--- config.mk ---
export PLATFORM = sky130hd
export DESIGN_NAME = sr_event_reader
export DESIGN_NICKNAME = d
export VERILOG_FILES = /design/src/rtl/sr_event_reader_pkg.sv /design/src/rtl/sr_event_arbiter.sv /design/src/rtl/sr_event_reader.sv
export SDC_FILE = /design/constraint.sdc
export NUM_CORES = 1
export LEC_CHECK = 0
export CAP_MARGIN = 20
export CORE_ASPECT_RATIO = 1.75
export CORE_MARGIN = 5
export CORE_UTILIZATION = 40
export DETAILED_ROUTE_END_ITERATION = 16
export PLACE_DENSITY = 0.7
export SLEW_MARGIN = 20
export SYNTH_ARGS = -nofsm -noshare
export SYNTH_HDL_FRONTEND = slang
export SYNTH_SLANG_ARGS = --single-unit
--- constraint.sdc ---
create_clock -name clk -period 1.5 [get_ports clk]
set_input_delay 0.3 -clock clk [delete_from_list [all_inputs] [get_ports clk]]
set_output_delay 0.3 -clock clk [all_outputs]
set_load 0.005 [all_outputs]
--- src/rtl/sr_event_reader_pkg.sv ---
// Shared types and sizing helpers for the SR event reader.
package sr_event_pkg;

  typedef enum logic [1:0] {
    ST_IDLE,
    ST_OFFER,
    ST_CLEAR
  } state_t;

  localparam int unsigned CNT_W = 16;

  function automatic int unsigned tmr_width(input int unsigned clr_max);
    return (clr_max < 2) ? 1 : $clog2(clr_max);
  endfunction

endpackage

--- src/rtl/sr_event_arbiter.sv ---
// Picks one pending flag: lowest index first, or round-robin from i_ptr
// when SR_EVENT_READER_RR_EN is defined.
module sr_event_arbiter
  import sr_event_pkg::*;
#(
  parameter int unsigned WIDTH = 8,
  parameter int unsigned IDX_W = $clog2(WIDTH)
) (
  input  logic [WIDTH-1:0] i_req,
`ifdef SR_EVENT_READER_RR_EN
  input  logic [IDX_W-1:0] i_ptr,
`endif
  output logic [IDX_W-1:0] o_idx,
  output logic             o_any
);

  logic [IDX_W-1:0] w_pos;

  always_comb begin
    o_idx = '0;
    o_any = 1'b0;
    w_pos = '0;
    for (int unsigned i = 0; i < WIDTH; i++) begin
`ifdef SR_EVENT_READER_RR_EN
      w_pos = IDX_W'((32'(i_ptr) + i) % WIDTH);
`else
      w_pos = IDX_W'(i);
`endif
      if (!o_any && i_req[w_pos]) begin
        o_idx = w_pos;
        o_any = 1'b1;
      end
    end
  end

endmodule

--- src/rtl/sr_event_reader.sv ---
// Consumer for a bank of async SR flag latches: synchronize, select, offer,
// then pulse the latch reset. Round-robin selection via SR_EVENT_READER_RR_EN.
module sr_event_reader
  import sr_event_pkg::*;
#(
  parameter int unsigned WIDTH   = 8,
  parameter int unsigned IDX_W   = $clog2(WIDTH),
  parameter int unsigned CLR_MAX = 8
) (
  input  logic             clk,
  input  logic             reset,
  input  logic [WIDTH-1:0] q_in,
  input  logic             enable,
  input  logic             evt_ready,
  input  logic             stuck_clear,
  output logic             evt_valid,
  output logic [IDX_W-1:0] evt_idx,
  output logic [WIDTH-1:0] clr_r,
  output logic [WIDTH-1:0] stuck,
  output logic [CNT_W-1:0] evt_count
);

  localparam int unsigned TMR_W = tmr_width(CLR_MAX);

  state_t             r_state, w_nxt_state;
  logic [WIDTH-1:0]   r_q_s1, r_q_sync;
  logic               r_valid, w_nxt_valid;
  logic [IDX_W-1:0]   r_idx, w_nxt_idx;
  logic [WIDTH-1:0]   r_clr, w_nxt_clr;
  logic [WIDTH-1:0]   r_stuck, w_nxt_stuck;
  logic [TMR_W-1:0]   r_timer, w_nxt_timer;
  logic [CNT_W-1:0]   r_count, w_nxt_count;
  logic [WIDTH-1:0]   w_cand, w_onehot;
  logic [IDX_W-1:0]   w_pick;
  logic               w_any;

  assign w_cand   = r_q_sync & ~r_stuck;
  assign w_onehot = {{(WIDTH-1){1'b0}}, 1'b1} << r_idx;

`ifdef SR_EVENT_READER_RR_EN
  logic [IDX_W-1:0] r_ptr, w_nxt_ptr;

  sr_event_arbiter #(.WIDTH(WIDTH), .IDX_W(IDX_W)) u_arb (
    .i_req (w_cand),
    .i_ptr (r_ptr),
    .o_idx (w_pick),
    .o_any (w_any)
  );

  always_comb begin
    w_nxt_ptr = r_ptr;
    if (r_state == ST_OFFER && evt_ready)
      w_nxt_ptr = (r_idx == IDX_W'(WIDTH-1)) ? '0 : r_idx + 1'b1;
  end

  always_ff @(posedge clk) begin
    if (reset) r_ptr <= '0;
    else       r_ptr <= w_nxt_ptr;
  end
`else
  sr_event_arbiter #(.WIDTH(WIDTH), .IDX_W(IDX_W)) u_arb (
    .i_req (w_cand),
    .o_idx (w_pick),
    .o_any (w_any)
  );
`endif

  // stuck_clear is applied first so a same-cycle timeout still sets its bit
  always_comb begin
    w_nxt_state = r_state;
    w_nxt_valid = r_valid;
    w_nxt_idx   = r_idx;
    w_nxt_clr   = r_clr;
    w_nxt_timer = r_timer;
    w_nxt_count = r_count;
    w_nxt_stuck = stuck_clear ? '0 : r_stuck;
    case (r_state)
      ST_IDLE: begin
        if (enable && w_any) begin
          w_nxt_idx   = w_pick;
          w_nxt_valid = 1'b1;
          w_nxt_state = ST_OFFER;
        end
      end
      ST_OFFER: begin
        if (evt_ready) begin
          w_nxt_valid = 1'b0;
          w_nxt_count = r_count + 1'b1;
          w_nxt_clr   = w_onehot;
          w_nxt_timer = '0;
          w_nxt_state = ST_CLEAR;
        end
      end
      ST_CLEAR: begin
        w_nxt_timer = r_timer + 1'b1;
        if (!r_q_sync[r_idx]) begin
          w_nxt_clr   = '0;
          w_nxt_state = ST_IDLE;
        end else if (r_timer == TMR_W'(CLR_MAX-1)) begin
          w_nxt_clr          = '0;
          w_nxt_stuck[r_idx] = 1'b1;
          w_nxt_state        = ST_IDLE;
        end
      end
      default: w_nxt_state = ST_IDLE;
    endcase
  end

  always_ff @(posedge clk) begin
    if (reset) begin
      r_q_s1   <= '0;
      r_q_sync <= '0;
      r_state  <= ST_IDLE;
      r_valid  <= 1'b0;
      r_idx    <= '0;
      r_clr    <= '0;
      r_stuck  <= '0;
      r_timer  <= '0;
      r_count  <= '0;
    end else begin
      r_q_s1   <= q_in;
      r_q_sync <= r_q_s1;
      r_state  <= w_nxt_state;
      r_valid  <= w_nxt_valid;
      r_idx    <= w_nxt_idx;
      r_clr    <= w_nxt_clr;
      r_stuck  <= w_nxt_stuck;
      r_timer  <= w_nxt_timer;
      r_count  <= w_nxt_count;
    end
  end

  assign evt_valid = r_valid;
  assign evt_idx   = r_idx;
  assign clr_r     = r_clr;
  assign stuck     = r_stuck;
  assign evt_count = r_count;

endmodule

=== Yosys cells after proc, flatten, opt, wreduce, memory -nomap -nowiden ===
Index checks and enable logic that the tools add are counted.

* Equality and inequality tests: 6
* Magnitude comparators: 2
* Shifts and indexed selects: 1
* Mux-type cells: 37
* Reduce and logical (&&, ||, !) cells: 25
* $add $sub $neg: 2
* Bitwise gates (word level): 3

{| class="wikitable"
|+ Operator list
! cell !! count
|-
| $mux W8 || 7
|-
| $add A16 B1 Y16 const B || 1
|-
| $pmux W8 S2 || 1
|-
| $mux W3 || 5
|-
| $mux W1 || 13
|-
| $mux W2 || 6
|-
| $logic_and A1 B1 Y1 || 9
|-
| $reduce_and A3 Y1 || 3
|-
| $and A8 B8 Y8 || 1
|-
| $not A8 Y8 || 1
|-
| $or A8 B8 Y8 || 1
|-
| $shl A1 B3 Y8 const A || 1
|-
| $logic_not A1 Y1 || 7
|-
| $pmux W2 S3 || 1
|-
| $pmux W3 S2 || 1
|-
| $reduce_and A2 Y1 || 3
|-
| $lt A3 B4 Y1 const B || 1
|-
| $ne A2 B2 Y1 const B || 2
|-
| $reduce_bool A2 Y1 || 2
|-
| $add A3 B1 Y3 const B || 1
|-
| $bmux W1 S3 || 1
|-
| $demux W1 S3 || 1
|-
| $eq A3 B3 Y1 const B || 1
|-
| $ge A3 B1 Y1 const B || 1
|-
| 5 further kinds || 5
|}

* Bits in registers: 57
* Word-level logic and storage cells: 85
* Output and inout port bits: 36
* Input port bits: 13

=== Longest topological paths before layout ===
* Depth after elaboration: 27
* Gate-level depth with buffers: 6

=== By module ===
A second synthesis with hierarchy kept.

* Cells, all modules: 272
* Area total of the unflattened synthesis: 2487.4 um2

{| class="wikitable"
|+ By module, submodules not included
! module !! area each (um2) !! cells each !! times used
|-
| sr_event_reader || 2404.8 || 258 || 1
|-
| sr_event_arbiter || 82.6 || 14 || 1
|}

=== Worst setup path after synthesis ===
OpenSTA, ideal clock, no wires.

* Path type: register to register
* Start: register r_idx[1], in the netlist evt_idx[1]
* End: register r_clr[0], in the netlist clr_r[0]
* Data required time: 1362 ps
* Cell stages (with the launch flop): 6
* Slack: -69 ps
* Arrival: 1432 ps
* Library setup time: 138 ps
* Period minus slack after synthesis: 1569 ps
* Buffers on the path: 1
* Cells stage by stage: dfxtp_1 buf_2 mux2_1 a32o_1 o21ai_2 a311oi_1

* Word-level cells in the longest chain between the ends: 4
* Elaborated cells on any way between the ends: 8

{| class="wikitable"
|+ Ends and longest elaborated chain
! element !! line !! source
|-
| from (decl) || sr_event_reader.sv:28 || <nowiki>logic [IDX_W-1:0] r_idx, w_nxt_idx;</nowiki>
|-
| from (signal assigned) || sr_event_reader.sv:125 || <nowiki>r_idx <= w_nxt_idx;</nowiki>
|-
| $bmux W1 S3 || sr_event_reader.sv:96 || <nowiki>if (!r_q_sync[r_idx]) begin</nowiki>
|-
| $mux W1 (implied by the code) || sr_event_reader.sv:96 ||
|-
| $ne A3 B3 Y1 (no source line) or $mux W8 (tied branches) || -- ||
|-
| $reduce_and A3 Y1 (no source line) or $pmux W8 S2 (tied branches) || -- ||
|-
| to (signal assigned) || sr_event_reader.sv:126 || <nowiki>r_clr <= w_nxt_clr;</nowiki>
|-
| to (decl) || sr_event_reader.sv:29 || <nowiki>logic [WIDTH-1:0] r_clr, w_nxt_clr;</nowiki>
|}

Parallel ways exist; a longest one is shown, timed or not. The select of a mux whose other input is x is not followed.
A chain may end at the register's enable or synchronous reset.

=== Worst setup path after layout ===
Ends and elaborated chain as after synthesis.

==> results.ini <==
[worst_setup_path]
rr_worst_depth=4
rrSetupSlack_ns=-0.05
cp_required_ns=1.68
cp_max_fo=7
worst_setup_path_start_kind=flop
worst_ep_arrival_time_ns=1.73
regToRegStartpoint=evt_idx[1]$_SDFFE_PP0P_
timing.setup.critical_path_class=reg2reg
reg2reg_to=clr_r[0]$_SDFFE_PP0P_
worstSetupEndpointType=flop

[route]
drt_pre_antenna_iters=5
first_iter_violations=151
drc_errors=0
routed_wirelength_mm=6.69
avgViaCountPerCell=5.22
drtAntennaViolNets=0
route.detailed.wl_per_inst_um=15.2
routed-via-count=2293

[logic_synthesis]
synth_compound_gate_area_share=0.180
synth_xor_area_frac=0.0291
post_synth_mux_area_share=0.0172
synth_top_family_by_area=simple AND/OR/NAND/NOR gates
synth_warnings=0
yosysSeqAreaShare=0.474
synthDistinctLibCells=48
synthesized_area_fraction_occupied_by_and_or_nand_nor_cells=0.242
synth_fa_ha_area_frac=0.0156
synth.area.top_cells=sky130_fd_sc_hd__dfxtp_1 (47%), sky130_fd_sc_hd__nor2b_1 (6.0%), sky130_fd_sc_hd__a21oi_1 (4.0%)
syn-mean-instance-area_sq_um=9.29
summed_instance_area_of_the_synthesized_netlist_sq_um=2410
yosys.area.top_type=sky130_fd_sc_hd__dfxtp_1
post_synthesis_register_bit_count=57
synth_enable_flop_cells=0
synthFlopType=sky130_fd_sc_hd__dfxtp_1
yosys.area.top_type_share=0.474
synth_cells=259
async_reset_ff_frac=0
synth_fp_nets=275

[pwr]
power.share.sequential=0.488
max-vdd-ir-drop_mv=0.623
net-switching-power_mw=0.791
leakage_nw=1.66
powerDensity_nw_per_um2=876
p_clk_frac=0.378
combPwrFrac=0.134
internal-power_mw=2.48
totalPowerFinal_mw=3.27
switching_share=0.242

[hold_path]
hold-path-endpoint=r_q_s1[7]$_SDFF_PP0_
worst_hold_startpoint=reset
type_of_the_tightest_min_delay_check=in2reg
whs_path_depth=2

[placed_design]
buffer_ports.inserted=48
postPlaceCellArea_sq_um=3270
gp_routability_congestion=0.889
detailed_place_hpwl_mm=4.68
dp_slack_ns=-0.337
place.detailed.instances=418

[clock_network]
h-tree-depth=3
number_of_buffers_between_clock_root_and_the_deepest_sink=2
insertion_delay_ns=0.32
cts_num_sinks=57
path_clk_slew_ns=0.06
cts-buffers-inserted=9
clockRootBuffer=sky130_fd_sc_hd__clkbuf_8
cts_tree=built
cts_hold_buffers=0

[layout]
final_net_count=375
final_cells=439
antenna_cell_count=0
register_area_sq_um=1190
final_core_util=0.636
syn2layout_area_growth_pct=55.3
fillerInstances=490
final_standard_cell_area_without_fillers_sq_um=3740
drive_above_1_share=0.346
multi_input_area_sq_um=1340

[timing]
clock.fmax_mhz=645
tightest_slew_ns=0.476
fin_skew_ns=0.00263
timing.final.crit_share=1.03
worst_slack_ns=-0.0509
setup_repair_after_global_routing_missed_its_margin=true
max_slew_margin=0.682
final.setup.tns_ns=-0.272
worst_hold_slack_ns=0.362
drv_slew=0
timing.final.hold_violations=0
post-route-min-period_ns=1.55
setup_viol=8

[global_routing]
globalRoute.totalOverflow=0
grt_start_max_net_pins=25
grtUsageMet1=0.179
groute.usage.overall=0.175
grt_pass1_vias=2254
groute.layer.met2.usage=0.298
met3_usage=0.0490
top_usage_layer=met2
grt_pass1_wl_mm=10.2
antenna_found_initial=0

[floorplan]
dieHeight_um=113
fp.coreArea_sq_um=5880
ioPinCount=49
row_count=37
die_width_um=68.6
fp.dieArea_sq_um=7730
initial_utilization=0.409

[run_status]
run_status=finished with violations
violations=negative setup slack

[job]
timing.max_cap.violations=0

-- power groups by stage --
stage / clock (mW) / sequential [mW] / combinational (mW)
after floorplan: 0 / 1.61 / 0.201
after global placement: 0 / 1.62 / 0.380
after detailed placement: 0 / 1.63 / 0.387
after CTS: 1.28 / 1.59 / 0.424
after global routing: 1.34 / 1.60 / 0.472
final: 1.24 / 1.60 / 0.438
-- sequential cells by signal, summed over array words and instances (netlist names) --
signal / count
evt_count: 16
clr_r: 8
r_q_s1: 8
r_q_sync: 8
stuck: 8
evt_idx: 3
r_timer: 3
r_state: 2
evt_valid: 1
-- repair_timing --
action,4_1_cts,5_1_grt
endpoints found under the setup margin,49,39
gates cloned,0,1
buffers inserted,4,4
pin swaps,6,15
resized for setup,67,33
hold endpoints to repair,0,0
-- per-layer routing --
metal	up-vias	part of all wire
li1	1136	-
met1	1084	0.39
met2	60	0.52
met3	13	0.056
met4	0	0.038
met5	-	0
-- cells by family (layout without fill, tap and decap cells) --
group | count (synthesis) | after routing
AND/OR/NAND/NOR | 104 | 104
adder cells (fa/ha/maj) | 3 | 3
AO/OA/AOI/OAI | 62 | 62
buffers and inverters | 21 | 123
XOR/XNOR | 8 | 8
multiplexers | 4 | 4
flip-flops | 57 | 57
-- synth_stat cells, types with 2 or more instances --
library cell,number
sky130_fd_sc_hd__dfxtp_1,57
sky130_fd_sc_hd__nor2b_1,23
sky130_fd_sc_hd__a21oi_1,19
sky130_fd_sc_hd__nor2_1,19
sky130_fd_sc_hd__nand2_1,18
sky130_fd_sc_hd__nand3_1,10
sky130_fd_sc_hd__clkbuf_1,7
sky130_fd_sc_hd__xor2_1,7
sky130_fd_sc_hd__a311oi_1,6
sky130_fd_sc_hd__buf_2,6
sky130_fd_sc_hd__inv_1,6
sky130_fd_sc_hd__nand2b_1,6
sky130_fd_sc_hd__nand4_1,6
sky130_fd_sc_hd__o31ai_1,6
sky130_fd_sc_hd__a221oi_1,4
sky130_fd_sc_hd__a31oi_1,4
sky130_fd_sc_hd__o21ai_0,4
sky130_fd_sc_hd__o21ai_1,4
sky130_fd_sc_hd__or3_1,4
sky130_fd_sc_hd__and3_1,3
sky130_fd_sc_hd__ha_1,3
sky130_fd_sc_hd__mux2i_1,3
sky130_fd_sc_hd__or4_1,3
sky130_fd_sc_hd__a22oi_1,2
sky130_fd_sc_hd__a32oi_1,2
sky130_fd_sc_hd__buf_6,2
sky130_fd_sc_hd__nand3_2,2
sky130_fd_sc_hd__nor3_1,2
sky130_fd_sc_hd__o211ai_1,2
-- area by class of cell --
type	instances	area share
multi-input combinational	181	0.359
clock buffer	13	0.0452
inverter	6	0.00602
sequential	57	0.317
timing repair buffer	104	0.247
tap	78	0.0261
-- worst max path at each step --
stage	start	end	slack [ns]
floorplan	evt_count[3]$_SDFFE_PP0P_	evt_count[13]$_SDFFE_PP0P_	0.003
CTS	evt_idx[1]$_SDFFE_PP0P_	clr_r[1]$_SDFFE_PP0P_	-0.04
finish	evt_idx[1]$_SDFFE_PP0P_	clr_r[0]$_SDFFE_PP0P_	-0.05
global placement	evt_ready	evt_count[5]$_SDFFE_PP0P_	-0.31
global route	evt_idx[1]$_SDFFE_PP0P_	clr_r[0]$_SDFFE_PP0P_	-0.09
detailed placement	evt_ready	evt_count[5]$_SDFFE_PP0P_	-0.34
-- critical path: stages, from the launching register on --
cell,delay [ns]
sky130_fd_sc_hd__dfxtp_4,0.40
sky130_fd_sc_hd__mux2_4,0.31
sky130_fd_sc_hd__a32o_2,0.25
sky130_fd_sc_hd__o21ai_4,0.28
sky130_fd_sc_hd__a311oi_2,0.16
-- placed cells by master (no fill, tap or decap), types with 7 or more instances in the layout --
cell,netlist,final
sky130_fd_sc_hd__dlygate4sd2_1,0,22
sky130_fd_sc_hd__clkdlybuf4s50_1,0,15
sky130_fd_sc_hd__dfxtp_1,57,33
sky130_fd_sc_hd__clkbuf_8,0,12
sky130_fd_sc_hd__nand3_1,10,10
sky130_fd_sc_hd__dlymetal6s2s_1,0,10
sky130_fd_sc_hd__nor2_1,19,18
sky130_fd_sc_hd__nand2_1,18,17
sky130_fd_sc_hd__dfxtp_2,0,18
sky130_fd_sc_hd__a21oi_1,19,12
sky130_fd_sc_hd__xor2_1,7,7
sky130_fd_sc_hd__buf_4,0,49
sky130_fd_sc_hd__nor2b_1,23,23
(Power assumes the default switching activity.)
